$ cat config.mk
export PLATFORM = sky130hd
export DESIGN_NAME = sigma_32
export DESIGN_NICKNAME = d
export VERILOG_FILES = /design/src/rtl/nn_pkg.sv /design/src/rtl/sm_to_tc.sv /design/src/rtl/sigma_32.sv
export SDC_FILE = /design/constraint.sdc
export NUM_CORES = 2
export LEC_CHECK = 0
export BUFFER_PORTS_ARGS = -buffer_cell sky130_fd_sc_hd__buf_2
export CELL_PAD_IN_SITES_DETAIL_PLACEMENT = 1
export CELL_PAD_IN_SITES_GLOBAL_PLACEMENT = 2
export CORE_ASPECT_RATIO = 1.2
export CORE_MARGIN = 1.5
export CORE_UTILIZATION = 37
export CTS_CLUSTER_SIZE = 30
export DETAILED_ROUTE_END_ITERATION = 10
export PLACE_DENSITY = 0.89
export SETUP_SLACK_MARGIN = 0.05
export SYNTH_ARGS = -nofsm -noshare
export SYNTH_HDL_FRONTEND = slang
export SYNTH_SLANG_ARGS = --single-unit
export TNS_END_PERCENT = 50
$ cat constraint.sdc
create_clock -name clk -period 7.9 [get_ports clk]
set_input_delay 1.185 -clock clk [delete_from_list [all_inputs] [get_ports clk]]
set_output_delay 1.185 -clock clk [all_outputs]
set_load 0.01 [all_outputs]
$ cat src/rtl/nn_pkg.sv
// ---------------------------------------------------------------------------
// nn_pkg: shared types, constants and number-format helpers for the MLP
// feed-forward datapath.
//   word_t  : signed-magnitude word (bit W-1 = sign, W-2..0 = magnitude)
//   acc_t   : two's complement accumulator, wide enough for N full-scale
//             addends without overflow
//   sm_to_tc      : signed-magnitude word -> accumulator value
//   tc_to_sm_sat  : accumulator value -> saturated signed-magnitude word
// ---------------------------------------------------------------------------
package nn_pkg;

  localparam int N     = 32;
  localparam int W     = 32;
  localparam int FRAC  = 17;
  localparam int ACC_W = W + $clog2(N);

  typedef logic [W-1:0]             word_t;
  typedef logic signed [ACC_W-1:0]  acc_t;

  typedef struct packed {
    word_t c;
    logic  ovf;
  } sm_res_t;

  // Largest magnitude representable in a word: 2^(W-1)-1.
  localparam acc_t MAG_MAX = acc_t'({{(ACC_W-W+1){1'b0}}, {(W-1){1'b1}}});

  // Negative zero negates a zero magnitude, so it lands on 0 naturally.
  function automatic acc_t sm_to_tc(input word_t w);
    acc_t mag;
    mag = acc_t'({{(ACC_W-W+1){1'b0}}, w[W-2:0]});
    return w[W-1] ? -mag : mag;
  endfunction

  // A zero sum has a clear sign bit, so negative zero is never produced.
  function automatic sm_res_t tc_to_sm_sat(input acc_t s);
    sm_res_t res;
    logic    neg;
    acc_t    mag;
    neg = s[ACC_W-1];
    mag = neg ? -s : s;
    if (mag > MAG_MAX) begin
      res.c   = {neg, MAG_MAX[W-2:0]};
      res.ovf = 1'b1;
    end else begin
      res.c   = {neg, mag[W-2:0]};
      res.ovf = 1'b0;
    end
    return res;
  endfunction

endpackage

$ cat src/rtl/sm_to_tc.sv
// ---------------------------------------------------------------------------
// sm_to_tc: combinational conversion of one signed-magnitude addend into the
// two's complement accumulator format.
//   w : signed-magnitude input word
//   v : two's complement value (ACC_W bits)
// ---------------------------------------------------------------------------
module sm_to_tc
  import nn_pkg::*;
(
  input  logic [W-1:0]            w,
  output logic signed [ACC_W-1:0] v
);

  assign v = nn_pkg::sm_to_tc(w);

endmodule

$ cat src/rtl/sigma_32.sv
// ---------------------------------------------------------------------------
// sigma_32: pipelined 32-input signed-magnitude summation with saturation.
// Two-cycle latency, one set per cycle, no backpressure.
//   clk       : rising-edge clock
//   rst_n     : asynchronous active-low reset
//   in_valid  : addend set a is valid this cycle
//   a         : 32 signed-magnitude addends, a[i][0] is addend i
//   out_valid : c/ovf valid this cycle
//   c         : saturated signed-magnitude sum (holds last valid result)
//   ovf       : sum magnitude exceeded 2^31-1 and was saturated
// ---------------------------------------------------------------------------
module sigma_32
  import nn_pkg::*;
(
  input  logic        clk,
  input  logic        rst_n,
  input  logic        in_valid,
  input  logic [31:0] a [0:31][1],
  output logic        out_valid,
  output logic [31:0] c,
  output logic        ovf
);

  acc_t    conv_p0 [N];
  acc_t    part_p1 [N/2];
  logic    vld_p1;
  acc_t    lvl8    [8];
  acc_t    lvl4    [4];
  acc_t    lvl2    [2];
  acc_t    sum_p1;
  sm_res_t res_p1;
  word_t   c_p2;
  logic    ovf_p2;
  logic    vld_p2;

  // ---- stage 0: signed-magnitude -> two's complement ----
  for (genvar i = 0; i < N; i++) begin : g_cvt
    sm_to_tc u_cvt (
      .w (a[i][0]),
      .v (conv_p0[i])
    );
  end

  // ---- stage 1: pairwise partial sums ----
  always_ff @(posedge clk or negedge rst_n) begin
    if (!rst_n) begin
      vld_p1 <= 1'b0;
      for (int i = 0; i < N/2; i++) part_p1[i] <= '0;
    end else begin
      vld_p1 <= in_valid;
      if (in_valid) begin
        for (int i = 0; i < N/2; i++)
          part_p1[i] <= conv_p0[2*i] + conv_p0[2*i+1];
      end
    end
  end

  // Balanced 4-level reduction of the 16 partials; 37 bits cannot overflow.
  always_comb begin
    for (int i = 0; i < 8; i++) lvl8[i] = part_p1[2*i] + part_p1[2*i+1];
    for (int i = 0; i < 4; i++) lvl4[i] = lvl8[2*i] + lvl8[2*i+1];
    for (int i = 0; i < 2; i++) lvl2[i] = lvl4[2*i] + lvl4[2*i+1];
    sum_p1 = lvl2[0] + lvl2[1];
    res_p1 = tc_to_sm_sat(sum_p1);
  end

  // ---- stage 2: reduced, saturated signed-magnitude result ----
  always_ff @(posedge clk or negedge rst_n) begin
    if (!rst_n) begin
      vld_p2 <= 1'b0;
      c_p2   <= '0;
      ovf_p2 <= 1'b0;
    end else begin
      vld_p2 <= vld_p1;
      if (vld_p1) begin
        c_p2   <= res_p1.c;
        ovf_p2 <= res_p1.ovf;
      end
    end
  end

  assign out_valid = vld_p2;
  assign c         = c_p2;
  assign ovf       = ovf_p2;

endmodule

==> impl_metrics.py <==
metrics = {
    "worst_setup_path": {
        "cell_seen_most_often_among_critical_path_stages": "sky130_fd_sc_hd__fa_1",
        "worst-endpoint-arrival_ns": 8.40,
        "startpoint_types": "flip-flop",
        "worst_ep_required_time_ns": 8.44,
        "slowest_delay_ns": 0.59,
        "crit_fanout": 9,
        "endpoint_kind": "flip-flop",
        "class_of_the_most_critical_setup_path": "flip-flop to flip-flop",
        "critical_path.slowest_cell": "sky130_fd_sc_hd__fa_1",
    },
    "floorplan": {
        "dieArea_um2": 235000,
        "floorplan.io_pins": 1061,
        "dieHeight_um": 531,
        "core_area_um2": 231000,
        "floorplan.rows": 193,
        "die-width_um": 443,
        "start_util_pct": 37.3,
    },
    "placement": {
        "dpl.hpwl_um": 343000,
        "io_buffer_count": 1060,
        "gp_congestion": 1.05,
    },
    "clock_tree": {
        "clk_latency_ns": 0.73,
        "numCtsBuffers": 73,
        "clk_path_buf_depth": 3,
        "cts_tree": "done",
        "cts.reportedPaths.clkPinSlew_ns": 0.07,
        "clock_sinks": 627,
        "cts.root.buffer_cell": "sky130_fd_sc_hd__clkbuf_16",
        "clock_tree.htree_level_count": 3,
    },
    "global_routing": {
        "grt_pass1_wl_um": 576000,
        "grt_util_all_layers_pct": 32.8,
        "grt_pass1_vias": 86600,
        "groute.layer.met3.usage_pct": 5.79,
        "met1_usage_pct": 38.4,
        "grt_antenna_before_repair": 119,
        "busiest_layer": "met2",
        "grt_util_met2_pct": 56.1,
        "largest_net_degree_at_the_start_of_global_routing": 163,
        "grt.overflow.total": 0,
    },
    "sta": {
        "final.setup_skew_ns": 0.0457,
        "slew_headroom_pct": 6.29,
        "setup_viol": 0,
        "max_freq_mhz": 127,
        "slew_viol_final": 0,
        "fin_hold_ws_ns": 0.452,
        "worst_slew_pin_slew_ns": 1.40,
        "rsz_0062_raised_after_global_routing": "true",
        "period_minus_slack_ns": 7.86,
        "fraction_of_the_cycle_the_final_worst_path_needs_pct": 99.4,
        "hold_viol_final": 0,
    },
    "layout": {
        "fillerInstances": 27700,
        "nNetsFinal": 13400,
        "layout-drive-gt1-share_pct": 14.7,
        "synthesis_to_finish_area_growth_pct": 14.3,
    },
    "logic_synthesis": {
        "syn-mean-instance-area_um2": 8.38,
        "yosys_register_bits": 627,
        "synth_area_um2": 86000,
        "netlist_instances": 10300,
        "postSynth.topFlopCell": "sky130_fd_sc_hd__dfrtp_1",
        "async_reset_ff_share_pct": 100,
        "yosysWarnings": 0,
        "ys_types": 101,
        "synth-edff-count": 0,
        "synth_sequential_area_ratio_pct": 18.2,
        "syn_nets": 12500,
    },
    "detailed_routing": {
        "drt-vias-per-instance": 5.75,
        "drc": 0,
        "drt-wirelength-per-cell_um": 27.6,
        "detail_route.first_pass.iterations": 6,
        "routed-via-count": 82600,
        "post_detailed_route_count_of_antenna_violating_nets": 0,
        "detail_route.iter0.violations": 5134,
        "postRouteWirelength_um": 397000,
    },
    "flow_run": {
        "drv_cap": 0,
    },
    "status": {
        "run_status": "finished, final reports clean",
    },
    "worst_hold_path": {
        "kind_of_path_behind_the_tightest_hold_check": "input pin to asynchronous set/reset pin",
    },
}
[what timing repair did]
action / 4_1_cts / 5_1_grt
buffers inserted: 11 / 6
endpoints found under the hold margin: 0 / 0
hold buffers: 0 / 0
gates resized for setup: 39 / 45
cloned: 3 / 1
pin swaps: 25 / 34
endpoints found under the setup margin: 32 / 32
[Yosys cell counts, drive strengths merged (14+ instances only)]
master	count	share of area, %
a21o	225	2.0
or4	174	1.5
nand3	176	1.0
o21bai	68	0.59
and2	35	0.25
a211oi	64	0.56
nand4	36	0.26
o311ai	14	0.15
nand3b	14	0.12
o41ai	146	1.5
nor3	185	1.1
o31ai	326	2.9
and4	23	0.24
o2111ai	18	0.19
dfrtp	627	18
o22ai	15	0.11
o41a	21	0.28
a21boi	33	0.29
a31oi	59	0.43
a21oi	451	2.6
inv	1112	4.9
nor2	433	1.9
a211o	22	0.22
nand2	892	3.9
o21a	146	1.3
clkbuf	256	1.1
nand2b	174	1.3
fa	509	12
nor4	69	0.53
mux2	186	2.4
or3	178	1.3
and3	65	0.47
o211ai	49	0.43
nor2b	70	0.51
o31a	81	0.83
mux2i	88	1.0
xor2	214	2.2
a31o	21	0.21
or2	59	0.43
xnor2	1256	13
buf	28	0.14
ha	651	9.5
o21ai	850	5.0
[final timing paths]
check	cells past startpoint	slack, ns	from	endpoint
max in group asynchronous	2	5.73	rst_n	part_p1[394]$_DFFE_PN0P_
max	25	0.04	part_p1[495]$_DFFE_PN0P_	ovf$_DFFE_PN0P_
max reg2reg	25	0.04	part_p1[495]$_DFFE_PN0P_	ovf$_DFFE_PN0P_
min reg2reg	0	0.46	vld_p1$_DFF_PN0_	out_valid$_DFF_PN0_
min	1	0.45	rst_n	part_p1[176]$_DFFE_PN0P_
min in group clk	0	0.46	vld_p1$_DFF_PN0_	out_valid$_DFF_PN0_
[sequential cells by signal, indices dropped and copies added (netlist names)]
name / flops
out_valid: 1
part_p1: 592
ovf: 1
vld_p1: 1
c: 32
[layer usage]
| metal | part of all wire [%] | wire (um) |
|---|---|---|
| met1 | 40 | 157000 |
| met3 | 5.7 | 22500 |
| met2 | 48 | 189000 |
| met5 | 0.11 | 453 |
| met4 | 6.9 | 27500 |
[critical path: cells and delay by family, from the launching register on]
family	cells	cell delay [ns]
fa+ha+maj	7	3.60
simple gates	6	1.80
compound gates	4	1.05
buf+inv	8	0.89
flops	1	0.36
[cell type report]
| class | instances | area, um^2 | area share (%) |
|---|---|---|---|
| repair buffers | 1181 | 6520 | 6.63 |
| multi-input cells | 8243 | 65300 | 66.4 |
| clock buffers | 98 | 2050 | 2.09 |
| inverters | 1113 | 4180 | 4.25 |
| well taps | 3022 | 3780 | 3.85 |
| flip-flops and latches | 627 | 15700 | 16.0 |
| clock inverters | 35 | 611 | 0.621 |
| diodes | 62 | 155 | 0.158 |
[logic make-up (layout without fill, tap and decap cells)]
family / count (synthesis) / in the layout / synth area share (%)
and+or+nand+nor: 2616 / 2616 / 15.1
adders and majority gates: 1160 / 1160 / 21.3
buffers and inverters: 1397 / 2427 / 6.12
DFF: 627 / 627 / 18.2
other: 0 / 62 / 0
AOI/OAI and AO/OA: 2723 / 2723 / 20.7
muxes: 274 / 274 / 3.46
xor gates and xnor gates: 1470 / 1470 / 15.0
[layout by cell type, fill, tap and decap left out, types with 144 or more instances in the layout]
cell type / count
sky130_fd_sc_hd__a21oi_1: 448
sky130_fd_sc_hd__nor2_1: 430
sky130_fd_sc_hd__nand3_1: 173
sky130_fd_sc_hd__nand2b_1: 174
sky130_fd_sc_hd__inv_1: 1102
sky130_fd_sc_hd__xor2_1: 214
sky130_fd_sc_hd__buf_2: 1058
sky130_fd_sc_hd__xnor2_1: 1254
sky130_fd_sc_hd__mux2_2: 185
sky130_fd_sc_hd__ha_1: 649
sky130_fd_sc_hd__o21ai_0: 805
sky130_fd_sc_hd__or4_1: 169
sky130_fd_sc_hd__dfrtp_1: 626
sky130_fd_sc_hd__or3_1: 172
sky130_fd_sc_hd__o31ai_1: 324
sky130_fd_sc_hd__nand2_1: 892
sky130_fd_sc_hd__o41ai_1: 144
sky130_fd_sc_hd__fa_1: 497
sky130_fd_sc_hd__o21a_1: 145
sky130_fd_sc_hd__nor3_1: 182
sky130_fd_sc_hd__a21o_1: 225
[metrics by stage]
step                utilization, %  std cells  setup TNS (ns)  area, um^2  setup WS, ns
detailed placement            41.2      14200           -4.83       95000        -0.219
global placement              41.2      14200           -2.37       95000        -0.119
CTS                           42.5      14300               0       97900        0.0832
floorplan                        -      10300               0       86000         0.644
global route                  42.6      14400           -1.51       98300       -0.0758
finish                        42.6      14400               0       98300        0.0437
Power is left out: the tool's default activity adds up to more than one toggle a clock period on the data nets, which glitch-free logic cannot reach.
